$ cat src/rtl/autosym_pla_pkg.sv
// Shared types and field-layout helpers for the autosymmetric PLA evaluator.
// Optional output inversion is enabled by defining AUTOSYM_OUT_INV_EN.
package autosym_pla_pkg;

    typedef enum logic [1:0] {
        CFG_LAMBDA = 2'd0,
        CFG_CUBE   = 2'd1,
        CFG_INV    = 2'd2,
        CFG_RSVD   = 2'd3
    } cfg_kind_e;

    function automatic int max2(input int a, input int b);
        return (a > b) ? a : b;
    endfunction

    function automatic int cfg_w(input int n_in, input int k_red,
                                 input int n_out);
        return max2(n_in, 2 * k_red + n_out + 1);
    endfunction

    function automatic int idx_w(input int k_red, input int n_cubes);
        int m;
        m = max2(k_red, n_cubes);
        return (m > 1) ? $clog2(m) : 1;
    endfunction

    // Cube payload layout, LSB first: care | val | omask | en
    function automatic int care_lo(input int k_red);
        return 0 * k_red;
    endfunction

    function automatic int val_lo(input int k_red);
        return k_red;
    endfunction

    function automatic int omask_lo(input int k_red);
        return 2 * k_red;
    endfunction

    function automatic int en_bit(input int k_red, input int n_out);
        return 2 * k_red + n_out;
    endfunction

endpackage

$ cat src/rtl/autosym_cube_array.sv
// Cube storage, cube write decode and the combinational hit/OR plane over z.
// Hit output is registered by the caller's second pipeline stage.
module autosym_cube_array
    import autosym_pla_pkg::*;
#(
    parameter int K_RED   = 4,
    parameter int N_CUBES = 16,
    parameter int N_OUT   = 1,
    parameter int CFG_W   = 10,
    parameter int IDX_W   = 4
) (
    input  logic             clk,
    input  logic             rst_n,
    input  logic             i_we,
    input  logic [IDX_W-1:0] i_idx,
    input  logic [CFG_W-1:0] i_data,
    input  logic [K_RED-1:0] i_z,
    output logic [N_OUT-1:0] o_hit
);

    localparam int CARE_LO  = care_lo(K_RED);
    localparam int VAL_LO   = val_lo(K_RED);
    localparam int OMASK_LO = omask_lo(K_RED);
    localparam int EN_BIT   = en_bit(K_RED, N_OUT);

    logic [K_RED-1:0]   r_care  [N_CUBES];
    logic [K_RED-1:0]   r_val   [N_CUBES];
    logic [N_OUT-1:0]   r_omask [N_CUBES];
    logic [N_CUBES-1:0] r_en;

    // Payload bits above the en field carry no meaning.
    logic w_unused_data;
    assign w_unused_data = ^i_data;

    always_ff @(posedge clk) begin
        if (!rst_n) begin
            r_en <= '0;
            for (int c = 0; c < N_CUBES; c++) begin
                r_care[c]  <= '0;
                r_val[c]   <= '0;
                r_omask[c] <= '0;
            end
        end else if (i_we) begin
            for (int c = 0; c < N_CUBES; c++) begin
                if (i_idx == IDX_W'(c)) begin
                    r_care[c]  <= i_data[CARE_LO +: K_RED];
                    r_val[c]   <= i_data[VAL_LO +: K_RED];
                    r_omask[c] <= i_data[OMASK_LO +: N_OUT];
                    r_en[c]    <= i_data[EN_BIT];
                end
            end
        end
    end

    always_comb begin
        o_hit = '0;
        for (int c = 0; c < N_CUBES; c++) begin
            if (r_en[c] && (((i_z ^ r_val[c]) & r_care[c]) == '0))
                o_hit = o_hit | r_omask[c];
        end
    end

endmodule

$ cat src/rtl/autosym_pla_eval.sv
// Two-stage evaluator f(x) = g(lambda(x)): GF(2) compression then cube PLA.
// Define AUTOSYM_OUT_INV_EN to add the per-output inversion mask.
module autosym_pla_eval
    import autosym_pla_pkg::*;
#(
    parameter int N_IN    = 8,
    parameter int K_RED   = 4,
    parameter int N_CUBES = 16,
    parameter int N_OUT   = 1,
    localparam int CFG_W  = cfg_w(N_IN, K_RED, N_OUT),
    localparam int IDX_W  = idx_w(K_RED, N_CUBES)
) (
    input  logic             clk,
    input  logic             rst_n,
    input  logic             cfg_valid,
    output logic             cfg_ready,
    input  logic [1:0]       cfg_kind,
    input  logic [IDX_W-1:0] cfg_idx,
    input  logic [CFG_W-1:0] cfg_data,
    input  logic             in_valid,
    output logic             in_ready,
    input  logic [N_IN-1:0]  in_x,
    output logic             out_valid,
    input  logic             out_ready,
    output logic [N_OUT-1:0] out_y
);

    logic [N_IN-1:0]  r_lam [K_RED];
    logic             r_s1_valid;
    logic [K_RED-1:0] r_z;
    logic             r_s2_valid;
    logic [N_OUT-1:0] r_y;

    cfg_kind_e        w_kind;
    logic             w_cfg_fire;
    logic             w_in_fire;
    logic             w_s1_en;
    logic             w_s2_adv;
    logic [K_RED-1:0] w_z;
    logic [N_OUT-1:0] w_hit;
    logic [N_OUT-1:0] w_y_next;

    assign w_kind     = cfg_kind_e'(cfg_kind);
    assign w_s2_adv   = ~r_s2_valid | out_ready;
    assign w_s1_en    = ~r_s1_valid | w_s2_adv;
    assign cfg_ready  = ~r_s1_valid & ~r_s2_valid;
    assign in_ready   = ~cfg_valid & w_s1_en;
    assign w_cfg_fire = cfg_valid & cfg_ready;
    assign w_in_fire  = in_valid & in_ready;
    assign out_valid  = r_s2_valid;
    assign out_y      = r_y;

    // Default matrix projects x onto its low K_RED bits.
    always_ff @(posedge clk) begin
        if (!rst_n) begin
            for (int i = 0; i < K_RED; i++)
                r_lam[i] <= N_IN'(1) << i;
        end else if (w_cfg_fire && (w_kind == CFG_LAMBDA)) begin
            for (int i = 0; i < K_RED; i++) begin
                if (cfg_idx == IDX_W'(i))
                    r_lam[i] <= cfg_data[N_IN-1:0];
            end
        end
    end

    always_comb begin
        w_z = '0;
        for (int i = 0; i < K_RED; i++)
            w_z[i] = ^(in_x & r_lam[i]);
    end

    autosym_cube_array #(
        .K_RED   (K_RED),
        .N_CUBES (N_CUBES),
        .N_OUT   (N_OUT),
        .CFG_W   (CFG_W),
        .IDX_W   (IDX_W)
    ) u_cubes (
        .clk    (clk),
        .rst_n  (rst_n),
        .i_we   (w_cfg_fire && (w_kind == CFG_CUBE)),
        .i_idx  (cfg_idx),
        .i_data (cfg_data),
        .i_z    (r_z),
        .o_hit  (w_hit)
    );

`ifdef AUTOSYM_OUT_INV_EN
    logic [N_OUT-1:0] r_inv;

    always_ff @(posedge clk) begin
        if (!rst_n)
            r_inv <= '0;
        else if (w_cfg_fire && (w_kind == CFG_INV))
            r_inv <= cfg_data[N_OUT-1:0];
    end

    assign w_y_next = w_hit ^ r_inv;
`else
    assign w_y_next = w_hit;
`endif

    // Config is only accepted when empty, so cube state never changes under r_z.
    always_ff @(posedge clk) begin
        if (!rst_n) begin
            r_s1_valid <= 1'b0;
            r_z        <= '0;
            r_s2_valid <= 1'b0;
            r_y        <= '0;
        end else begin
            if (w_s1_en) begin
                r_s1_valid <= w_in_fire;
                if (w_in_fire)
                    r_z <= w_z;
            end
            if (w_s2_adv) begin
                r_s2_valid <= r_s1_valid;
                if (r_s1_valid)
                    r_y <= w_y_next;
            end
        end
    end

endmodule

$ cat config.mk
export PLATFORM = sky130hd
export DESIGN_NAME = autosym_pla_eval
export DESIGN_NICKNAME = d
export VERILOG_FILES = /design/src/rtl/autosym_pla_pkg.sv /design/src/rtl/autosym_cube_array.sv /design/src/rtl/autosym_pla_eval.sv
export SDC_FILE = /design/constraint.sdc
export NUM_CORES = 1
export LEC_CHECK = 0
export CAP_MARGIN = 20
export CORE_MARGIN = 1.5
export CORE_UTILIZATION = 60
export DETAILED_ROUTE_END_ITERATION = 8
export GPL_ROUTABILITY_DRIVEN = 1
export PLACE_DENSITY = 0.77
export SYNTH_ARGS = -nofsm -noshare
export SYNTH_HDL_FRONTEND = slang
export SYNTH_SLANG_ARGS = --single-unit
$ cat constraint.sdc
create_clock -name clk -period 2.4 [get_ports clk]
set_input_delay 0.24 -clock clk [delete_from_list [all_inputs] [get_ports clk]]
set_output_delay 0.24 -clock clk [all_outputs]
set_load 0.02 [all_outputs]
==> flow_summary.json <==
{
  "status": "finished clean",
  "ys_ff_latch": 199,
  "ir_drop_uv": 452,
  "htree_levels": 4,
  "leakage_uw": 0.00372,
  "synth_ff_type": "edfxtp_1",
  "crit_path_end_kind": "register",
  "grt.total_usage_pct": 26.7,
  "cp.required_ns": 2.51,
  "dieWidth_um": 121,
  "tightestPinTransition_ns": 0.684,
  "final_common_cell": "edfxtp_1",
  "yosysSeqAreaShare_pct": 68.4,
  "drtPass1Iterations": 5,
  "dp_hpwl_um": 12000,
  "power_uw": 7230,
  "post_cts_buffers": 0,
  "synth-edff-count": 175,
  "start_util_pct": 60.9,
  "antenna_cells": 0,
  "max_freq_mhz": 502,
  "reg2regPathDepth": 5,
  "min_path_cells": 2,
  "avgRoutedWirePerCell_um": 19.9,
  "worstSetupPathType": "reg2reg",
  "setup_violations": 0,
  "path_clk_slew_ns": 0.07,
  "vias_per_cell": 5.80,
  "ys_types": 33,
  "ioPinCount": 33,
  "min_period_ns": 1.99,
  "final_cell_mix": "edfxtp_1, nor2_1, nand2_1, xor2_1, buf_4",
  "rsz0062_at_grt": "no",
  "critical_path.startpoint": "r_s1_valid",
  "holdCritPathClass": "reg2reg",
  "layout.nets": 754,
  "clk_path_buf_depth": 2,
  "r2r-start": "r_s1_valid",
  "drive_gt1_share_pct": 10.4,
  "coreArea_sq_mm": 0.0138,
  "final_core_util_pct": 70.1,
  "cts_sinks": 199,
  "synth-async-reset-ratio_pct": 0,
  "cap_violations": 0,
  "ant_nets": 0,
  "cp.arrival_ns": 2.10,
  "dieHeight_um": 121,
  "drt_iter0_markers": 599,
  "synth_area_sq_mm": 0.00839,
  "holdBufCountCts": 0,
  "worstPathMaxFanout": 9,
  "ctsResizeCount": 0,
  "fin_worst_skew_ns": 0.00609,
  "ff2ff_setup_slack_ns": 0.41,
  "relSlewSlack_pct": 54.3,
  "hold_path_startpoint": "u_cubes.r_en[5]",
  "grt_antenna_before_repair": 0,
  "grt_start_max_net_pins": 34,
  "design_area_sq_mm": 0.00965,
  "gp_congestion": 0.813,
  "p_per_area_mw_per_mm2": 749,
  "synthesis.nets": 699,
  "yosys_warnings": 0,
  "endpoint": "r_lam[3][4]",
  "grt_pass1_vias": 5196,
  "clock-root-buffer": "clkbuf_16",
  "cts_tree": "built",
  "hold_viol": 0,
  "postRouteWirelength_um": 18200,
  "finalSetupTns_ns": 0,
  "dieArea_sq_mm": 0.0147,
  "start_kind": "register",
  "grt_pass1_wl_um": 28100,
  "rows": 43,
  "finalCritPeriodShare_pct": 83.0,
  "clk-insertion-delay-late_ns": 0.44,
  "reg2reg_to": "r_lam[3][4]",
  "io_buffers": 32,
  "synth_cells": 670,
  "vias": 5323,
  "slew_viol_final": 0,
  "grt.overflow.total": 0,
  "cts-buffers-inserted": 17,
  "synthToLayoutAreaGrowth_pct": 15.1,
  "syn_area_per_cell_sq_um": 12.5,
  "dpl-instance-area_sq_mm": 0.00910,
  "post-route-drc-count": 0
}
-- metal layers --
layer  wire length (um)  track usage, %
met5                  0               0
met4                510            11.7
met3               1490            5.69
met2               8910            43.1
met1               7330            35.4
-- logic make-up after synthesis --
logic type,synth area share (%)
simple gates,15.5
flops,68.4
xor+xnor,9.61
buf+inv,2.48
compound gates,2.98
mux,1.07
-- power breakdown --
group | total (uW) | switching [uW] | internal (uW)
logic | 606 | 374 | 232
clock network | 2670 | 1290 | 1380
registers | 3960 | 52.7 | 3910
-- registers in the layout (all words and copies together) (netlist names) --
name             count
u_cubes.r_val       64
out_valid            1
u_cubes.r_care      64
u_cubes.r_en        16
r_s1_valid           1
r_lam               32
out_y                1
r_z                  4
u_cubes.r_omask     16
-- cell usage after synthesis (all sizes together), types with 4 or more instances --
| master | number | area (sq um) |
|---|---|---|
| a211oi | 4 | 30.0 |
| a21oi | 11 | 55.1 |
| a222oi | 16 | 160 |
| and2 | 12 | 75.1 |
| and3 | 6 | 37.5 |
| buf | 10 | 72.6 |
| clkbuf | 26 | 97.6 |
| dfxtp | 24 | 480 |
| edfxtp | 175 | 5260 |
| inv | 9 | 33.8 |
| mux2i | 9 | 90.1 |
| nand2 | 99 | 372 |
| nand3 | 14 | 75.1 |
| nand4 | 18 | 113 |
| nor2 | 124 | 468 |
| nor2b | 5 | 31.3 |
| xnor2 | 20 | 175 |
| xor2 | 72 | 631 |
-- cell type report --
| class | instances | area [sq um] |
|---|---|---|
| clock inverters | 14 | 116 |
| multi-input cells | 425 | 2440 |
| repair buffers | 72 | 658 |
| fillers | 966 | 4120 |
| inverters | 10 | 37.5 |
| well taps | 180 | 225 |
| flip-flops and latches | 199 | 5740 |
| clock buffers | 18 | 439 |
-- worst max-delay path, stage by stage, from the launching register on --
cell	delay (ns)
dfxtp_1	0.36
nor2_2	0.19
nand3b_1	0.16
nor4_4	0.39
nand3_2	0.25
nand2_1	0.33
-- per-stage QoR --
step,hold WS [ns],instances,setup WS [ns]
detailed placement,0.452,886,0.185
global route,0.491,918,0.252
floorplan,0.384,670,0.326
CTS,0.462,918,0.381
global placement,0.445,886,0.254
finish,0.459,918,0.407
-- how the worst min path moves through the flow --
| stage | to |
|---|---|
| 6_report | u_cubes.r_en[5] |
| 2_1_floorplan | u_cubes.r_omask[1][0] |
| 3_3_place_gp | u_cubes.r_en[1] |
| 4_1_cts | u_cubes.r_en[5] |
| 5_1_grt | u_cubes.r_en[2] |
| 3_5_place_dp | u_cubes.r_en[5] |
(Power assumes the default switching activity.)
